==> src/rtl/mem_port_arbiter_if.sv <==
// Bundle of the fetch, data and downstream memory ports of mem_port_arbiter.
// slave is the arbiter side; master is the pipeline/memory side.
interface mem_port_arbiter_if #(
  parameter int ADDR_W = 32,
  parameter int DATA_W = 32
);
  localparam int MW = DATA_W / 8;

  logic [ADDR_W-1:0] imem_addr;
  logic [MW-1:0]     imem_rmask;
  logic              imem_flush;
  logic [DATA_W-1:0] imem_rdata;
  logic              imem_resp;

  logic [ADDR_W-1:0] dmem_addr;
  logic [MW-1:0]     dmem_rmask;
  logic [MW-1:0]     dmem_wmask;
  logic [DATA_W-1:0] dmem_wdata;
  logic [DATA_W-1:0] dmem_rdata;
  logic              dmem_resp;

  logic [ADDR_W-1:0] mem_addr;
  logic [MW-1:0]     mem_rmask;
  logic [MW-1:0]     mem_wmask;
  logic [DATA_W-1:0] mem_wdata;
  logic [DATA_W-1:0] mem_rdata;
  logic              mem_resp;

  modport slave (
    input  imem_addr, imem_rmask, imem_flush,
    output imem_rdata, imem_resp,
    input  dmem_addr, dmem_rmask, dmem_wmask,
    input  dmem_wdata,
    output dmem_rdata, dmem_resp,
    output mem_addr, mem_rmask, mem_wmask,
    output mem_wdata,
    input  mem_rdata, mem_resp
  );

  modport master (
    output imem_addr, imem_rmask, imem_flush,
    input  imem_rdata, imem_resp,
    output dmem_addr, dmem_rmask, dmem_wmask,
    output dmem_wdata,
    input  dmem_rdata, dmem_resp,
    input  mem_addr, mem_rmask, mem_wmask,
    input  mem_wdata,
    output mem_rdata, mem_resp
  );
endinterface

==> src/rtl/mem_port_arbiter.sv <==
// Shares one memory port between fetch and data requesters.
// Data wins; one transaction outstanding; fetches can be squashed.
module mem_port_arbiter #(
  parameter int ADDR_W = 32,
  parameter int DATA_W = 32
) (
  input logic               clk,
  input logic               rst_n,
  mem_port_arbiter_if.slave bus
);
  localparam int MW = DATA_W / 8;

  typedef enum logic [1:0] {
    IDLE,
    BUSY_I,
    BUSY_D
  } state_t;

  typedef struct packed {
    logic [ADDR_W-1:0] addr;
    logic [MW-1:0]     rmask;
  } ireq_t;

  typedef struct packed {
    logic [ADDR_W-1:0] addr;
    logic [MW-1:0]     rmask;
    logic [MW-1:0]     wmask;
    logic [DATA_W-1:0] wdata;
  } dreq_t;

  state_t state, state_n;
  logic   i_pend, i_pend_n;
  logic   d_pend, d_pend_n;
  logic   drop, drop_n;
  ireq_t  i_q;
  dreq_t  d_q;
  logic   [ADDR_W-1:0] addr_q;
  logic   [DATA_W-1:0] wdata_q;
  logic   i_new, d_new;
  logic   issue_i, issue_d;

  assign i_new = |bus.imem_rmask;
  assign d_new = (|bus.dmem_rmask) || (|bus.dmem_wmask);

  assign bus.imem_rdata = bus.mem_rdata;
  assign bus.dmem_rdata = bus.mem_rdata;

  always_ff @(posedge clk or negedge rst_n) begin
    if (!rst_n) begin
      state  <= IDLE;
      i_pend <= 1'b0;
      d_pend <= 1'b0;
      drop   <= 1'b0;
    end else begin
      state  <= state_n;
      i_pend <= i_pend_n;
      d_pend <= d_pend_n;
      drop   <= drop_n;
    end
  end

  // Request capture plus the held address/data seen between issues.
  always_ff @(posedge clk or negedge rst_n) begin
    if (!rst_n) begin
      i_q     <= '0;
      d_q     <= '0;
      addr_q  <= '0;
      wdata_q <= '0;
    end else begin
      if (i_new) begin
        i_q <= '{bus.imem_addr, bus.imem_rmask};
      end
      if (d_new) begin
        d_q <= '{bus.dmem_addr, bus.dmem_rmask,
                 bus.dmem_wmask, bus.dmem_wdata};
      end
      if (issue_d) begin
        addr_q  <= d_q.addr;
        wdata_q <= d_q.wdata;
      end else if (issue_i) begin
        addr_q  <= i_q.addr;
      end
    end
  end

  always_comb begin
    state_n       = state;
    i_pend_n      = i_pend;
    d_pend_n      = d_pend;
    drop_n        = drop;
    issue_i       = 1'b0;
    issue_d       = 1'b0;
    bus.mem_addr  = addr_q;
    bus.mem_wdata = wdata_q;
    bus.mem_rmask = '0;
    bus.mem_wmask = '0;
    bus.imem_resp = 1'b0;
    bus.dmem_resp = 1'b0;

    unique case (state)
      IDLE: begin
        if (d_pend) begin
          issue_d       = 1'b1;
          d_pend_n      = 1'b0;
          state_n       = BUSY_D;
          bus.mem_addr  = d_q.addr;
          bus.mem_wdata = d_q.wdata;
          bus.mem_rmask = d_q.rmask;
          bus.mem_wmask = d_q.wmask;
        end else if (i_pend) begin
          issue_i       = 1'b1;
          i_pend_n      = 1'b0;
          state_n       = BUSY_I;
          // A flush landing on the issue cycle kills this fetch.
          drop_n        = bus.imem_flush;
          bus.mem_addr  = i_q.addr;
          bus.mem_rmask = i_q.rmask;
        end
      end
      BUSY_I: begin
        if (bus.mem_resp) begin
          bus.imem_resp = !drop && !bus.imem_flush;
          drop_n        = 1'b0;
          state_n       = IDLE;
        end else if (bus.imem_flush) begin
          drop_n        = 1'b1;
        end
      end
      BUSY_D: begin
        if (bus.mem_resp) begin
          bus.dmem_resp = 1'b1;
          state_n       = IDLE;
        end
      end
      default: state_n = IDLE;
    endcase

    if (bus.imem_flush) i_pend_n = 1'b0;
    if (i_new)          i_pend_n = 1'b1;
    if (d_new)          d_pend_n = 1'b1;
  end
endmodule

==> src/flat_wrapper.sv <==
// flat-port wrapper written by rule: the top's interface ports become plain ports
module mem_port_arbiter_flat 
#(
  parameter int ADDR_W = 32,
  parameter int DATA_W = 32
)
  (clk, rst_n, bus_imem_addr, bus_imem_rmask, bus_imem_flush, bus_imem_rdata, bus_imem_resp, bus_dmem_addr, bus_dmem_rmask, bus_dmem_wmask, bus_dmem_wdata, bus_dmem_rdata, bus_dmem_resp, bus_mem_addr, bus_mem_rmask, bus_mem_wmask, bus_mem_wdata, bus_mem_rdata, bus_mem_resp);
  mem_port_arbiter_if #(.ADDR_W(ADDR_W), .DATA_W(DATA_W)) bus_i ();
  input logic clk;
  input logic rst_n;
  input wire logic [$bits(bus_i.imem_addr)-1:0] bus_imem_addr;
  input wire logic [$bits(bus_i.imem_rmask)-1:0] bus_imem_rmask;
  input wire logic [$bits(bus_i.imem_flush)-1:0] bus_imem_flush;
  output wire logic [$bits(bus_i.imem_rdata)-1:0] bus_imem_rdata;
  output wire logic [$bits(bus_i.imem_resp)-1:0] bus_imem_resp;
  input wire logic [$bits(bus_i.dmem_addr)-1:0] bus_dmem_addr;
  input wire logic [$bits(bus_i.dmem_rmask)-1:0] bus_dmem_rmask;
  input wire logic [$bits(bus_i.dmem_wmask)-1:0] bus_dmem_wmask;
  input wire logic [$bits(bus_i.dmem_wdata)-1:0] bus_dmem_wdata;
  output wire logic [$bits(bus_i.dmem_rdata)-1:0] bus_dmem_rdata;
  output wire logic [$bits(bus_i.dmem_resp)-1:0] bus_dmem_resp;
  output wire logic [$bits(bus_i.mem_addr)-1:0] bus_mem_addr;
  output wire logic [$bits(bus_i.mem_rmask)-1:0] bus_mem_rmask;
  output wire logic [$bits(bus_i.mem_wmask)-1:0] bus_mem_wmask;
  output wire logic [$bits(bus_i.mem_wdata)-1:0] bus_mem_wdata;
  input wire logic [$bits(bus_i.mem_rdata)-1:0] bus_mem_rdata;
  input wire logic [$bits(bus_i.mem_resp)-1:0] bus_mem_resp;
  assign bus_i.imem_addr = bus_imem_addr;
  assign bus_i.imem_rmask = bus_imem_rmask;
  assign bus_i.imem_flush = bus_imem_flush;
  assign bus_imem_rdata = bus_i.imem_rdata;
  assign bus_imem_resp = bus_i.imem_resp;
  assign bus_i.dmem_addr = bus_dmem_addr;
  assign bus_i.dmem_rmask = bus_dmem_rmask;
  assign bus_i.dmem_wmask = bus_dmem_wmask;
  assign bus_i.dmem_wdata = bus_dmem_wdata;
  assign bus_dmem_rdata = bus_i.dmem_rdata;
  assign bus_dmem_resp = bus_i.dmem_resp;
  assign bus_mem_addr = bus_i.mem_addr;
  assign bus_mem_rmask = bus_i.mem_rmask;
  assign bus_mem_wmask = bus_i.mem_wmask;
  assign bus_mem_wdata = bus_i.mem_wdata;
  assign bus_i.mem_rdata = bus_mem_rdata;
  assign bus_i.mem_resp = bus_mem_resp;
  mem_port_arbiter #(.ADDR_W(ADDR_W), .DATA_W(DATA_W)) u_core (.clk(clk), .rst_n(rst_n), .bus(bus_i));
endmodule
==> config.mk <==
export PLATFORM = sky130hd
export DESIGN_NAME = mem_port_arbiter_flat
export DESIGN_NICKNAME = d
export VERILOG_FILES = /design/src/rtl/mem_port_arbiter_if.sv /design/src/rtl/mem_port_arbiter.sv /design/src/flat_wrapper.sv
export SDC_FILE = /design/constraint.sdc
export NUM_CORES = 1
export LEC_CHECK = 0
export BUFFER_PORTS_ARGS = -buffer_cell sky130_fd_sc_hd__buf_2
export CAP_MARGIN = 40
export CORE_AREA = 2 2 124 156
export CTS_CLUSTER_SIZE = 12
export DETAILED_ROUTE_END_ITERATION = 10
export DIE_AREA = 0 0 126 158
export HOLD_SLACK_MARGIN = 0.03
export PLACE_DENSITY_LB_ADDON = 0.3
export SLEW_MARGIN = 20
export SYNTH_ARGS = -nofsm -noshare
export SYNTH_HDL_FRONTEND = slang
export SYNTH_SLANG_ARGS = --single-unit
==> constraint.sdc <==
create_clock -name clk -period 3.84 [get_ports clk]
set_input_delay 0.768 -clock clk [delete_from_list [all_inputs] [get_ports clk]]
set_output_delay 0.768 -clock clk [all_outputs]
set_load 0.005 [all_outputs]
==> flow_summary_export.csv <==
group,metric,value,unit
timing,slew_headroom,51.3,%
global_routing,grt_start_max_net_pins,77,
critical_path,end_kind,"output port",
layout,fin_area,9430,µm²
clock_tree,cts.hold.buffers_added,0,
clock_tree,cts_tree,"built",
global_routing,gr-total-overflow,0,
layout,area_delta_synth_final,15.6,%
floorplan,die_x,126,µm
critical_path,max_stage_delay,0.50,ns
pwr,power,6.81,mW
synthesis,synth_largest_area_cell,"dfrtp_1",
clock_tree,htreeDepth,4,
synthesis,synth_seq_cells,177,
floorplan,rows,56,
floorplan,core,18500,µm²
global_routing,first_global_vias,5910,
clock_tree,post-cts-setup-buffers,0,
layout,drive_above_1_share,44.6,%
clock_tree,clkTransAtPathRegs,0.07,ns
synthesis,seq_area_frac_synth,54.3,%
drt,drt_iter0_drc,293,
floorplan,die_area,19900,µm²
timing,rsz0062_at_grt,"no",
layout,final_util,51.0,%
critical_path,crit-reg2reg-launch,"u_core.state[1]$_DFFE_PN0P_",
pwr,powerDensity,723,nW/µm²
clock_tree,cts.sinks,177,
hold_path,hp-class,"input port to async pin",
synthesis,netlist.area_leader.share,54.3,%
synthesis,ys_types,32,
layout,final_cell_mix,"buf_2, dfrtp_1, mux2_2",
drt,routed_via_density,5.58,
drt,detail-route-antenna-nets,0,
critical_path,critPathBufInv,3,
placement,place_inst,953,
synthesis,syn_area_per_cell,13.0,µm²
synthesis,netlist_area,8160,µm²
timing,tns,0,ns
layout,mostFrequentLayoutCell,"buf_2",
layout,n_antenna_cell,0,
timing,min_period_over_period,87.8,%
global_routing,grt_usage,18.8,%
clock_tree,clockRootBuffer,"clkbuf_16",
synthesis,synth_cells,627,
timing,fin_skew,0.0146,ns
critical_path,critPathLaunch,"u_core.state[1]$_DFFE_PN0P_",
synthesis,ys_warn_count,0,
timing,finalCriticalPeriod,3.37,ns
layout,nets,888,
timing,maxSlewViolCount,0,
drt,wl,18900,µm
floorplan,die_y,158,µm
run_status,outcome,"complete, no violations",
drt,drc,0,
critical_path,cp.required,3.07,ns
timing,hold_violations,0,
critical_path,crit_chain,"inv_1, ha_1, nand2_4, buf_4, mux2_2, buf_2",
placement,io_buffers,185,
floorplan,start_util,44.1,%
clock_tree,cts_buffer_depth,2,
critical_path,arrival,2.60,ns
clock_tree,worstSkewPairLatency,0.43,ns
floorplan,io_pins,282,
clock_tree,cts_resized,0,
timing,max_freq,0.296,GHz
global_routing,antenna_found_initial,0,
placement,dp_hpwl,12900,µm
placement,postPlaceCellArea,8810,µm²
placement,gp_congestion,0.785,
critical_path,critPathKind,"flip-flop to output port",
critical_path,critPathMaxFanout,27,
pwr,ir_worst_vdd,0.302,mV
job,cap_viol_max_count,0,
clock_tree,numCtsBuffers,17,
pwr,p_leak,4.26,nW
synthesis,synth_nets,775,
drt,vias,5501,
timing,tightestPinTransition,0.731,ns
drt,dr.pass1.iters,4,
synthesis,synth.area.top_cells,"dfrtp_1, mux2_2, mux2_1",
drt,avgRoutedWirePerCell,19.2,µm
timing,final-setup-viol-count,0,
critical_path,startpoint_type,"flip-flop",
layout,final_cells,985,
critical_path,slowest_stage,"ha_1",
critical_path,critPathTopFamily,"buffers and inverters",
global_routing,grt_pass1_wl,29600,µm
worst paths after layout:
path,to,cells after the start,slack [ns]
min reg2reg,u_core.d_q[34]$_DFFE_PN0P_,1,0.47
min,u_core.addr_q[20]$_DFFE_PN0P_,1,0.38
min in group clk,u_core.d_q[34]$_DFFE_PN0P_,1,0.47
max,bus_mem_wdata[3],6,0.47
max in group asynchronous,u_core.i_q[0]$_DFFE_PN0P_,2,2.59
max reg2reg,u_core.drop$_DFFE_PN0P_,6,1.48
metal layers:
layer	routed length [µm]	global-route usage, %
met1	7460	21.1
met2	9660	33.1
met3	1190	4.73
met4	568	10.0
met5	0	0
state kept, by name (all words and copies together) (netlist names):
name            count
u_core.wdata_q     32
u_core.d_q         72
u_core.i_pend       1
u_core.drop         1
u_core.i_q         36
u_core.d_pend       1
u_core.state        2
u_core.addr_q      32
layout make-up:
type	instances	area, µm²
repair buffers	197	1060
flip-flops and latches	177	4430
multi-input cells	343	3010
clock buffers	18	439
well taps	232	290
inverters	4	15.0
fillers	1660	9070
clock inverters	14	178
cells in the mapped netlist:
master and instances:
inv_1 4, and3b_1 2, dfrtp_1 177, mux2_2 88, o22ai_1 64, o2bb2ai_1 1
and2_1 1, and3_1 4, nor2b_1 6, clkbuf_1 15, a21o_2 1, a22o_1 1
a21oi_1 66, buf_1 7, mux2_4 10, buf_6 9, mux2_1 62, ha_1 4
o31ai_1 1, and2_0 1, nand2b_1 3, buf_2 8, nor3_1 2, nand2_1 3
a31o_2 2, a311o_1 1, nor4_4 3, a22oi_1 5, buf_4 64, a21o_1 10
o21ai_0 1, nand2_4 1
report_power, final:
group	switching (mW)	internal [mW]	total, mW	leakage (nW)
Combinational	1.27	1.22	2.49	1.92
Sequential	0.231	2.29	2.52	2.04
Clock	0.745	1.05	1.80	0.301
cells by family (layout without fill, tap and decap cells):
logic type	count (synthesis)	in the layout	synth area share [%]
DFF	177	177	54.3
muxes	160	160	22.6
AOI/OAI and AO/OA	153	153	11.2
buffers and inverters	107	233	8.82
and+or+nand+nor	26	26	2.55
adders and majority gates	4	4	0.614
metrics by stage:
stage	hold slack (ns)	worst slack [ns]
2_1_floorplan	0.441	1.50
3_3_place_gp	0.453	0.990
3_5_place_dp	0.458	0.906
4_1_cts	0.386	0.445
5_1_grt	0.418	0.247
6_report	0.376	0.467
No activity file was read; power rests on OpenSTA's default activity.
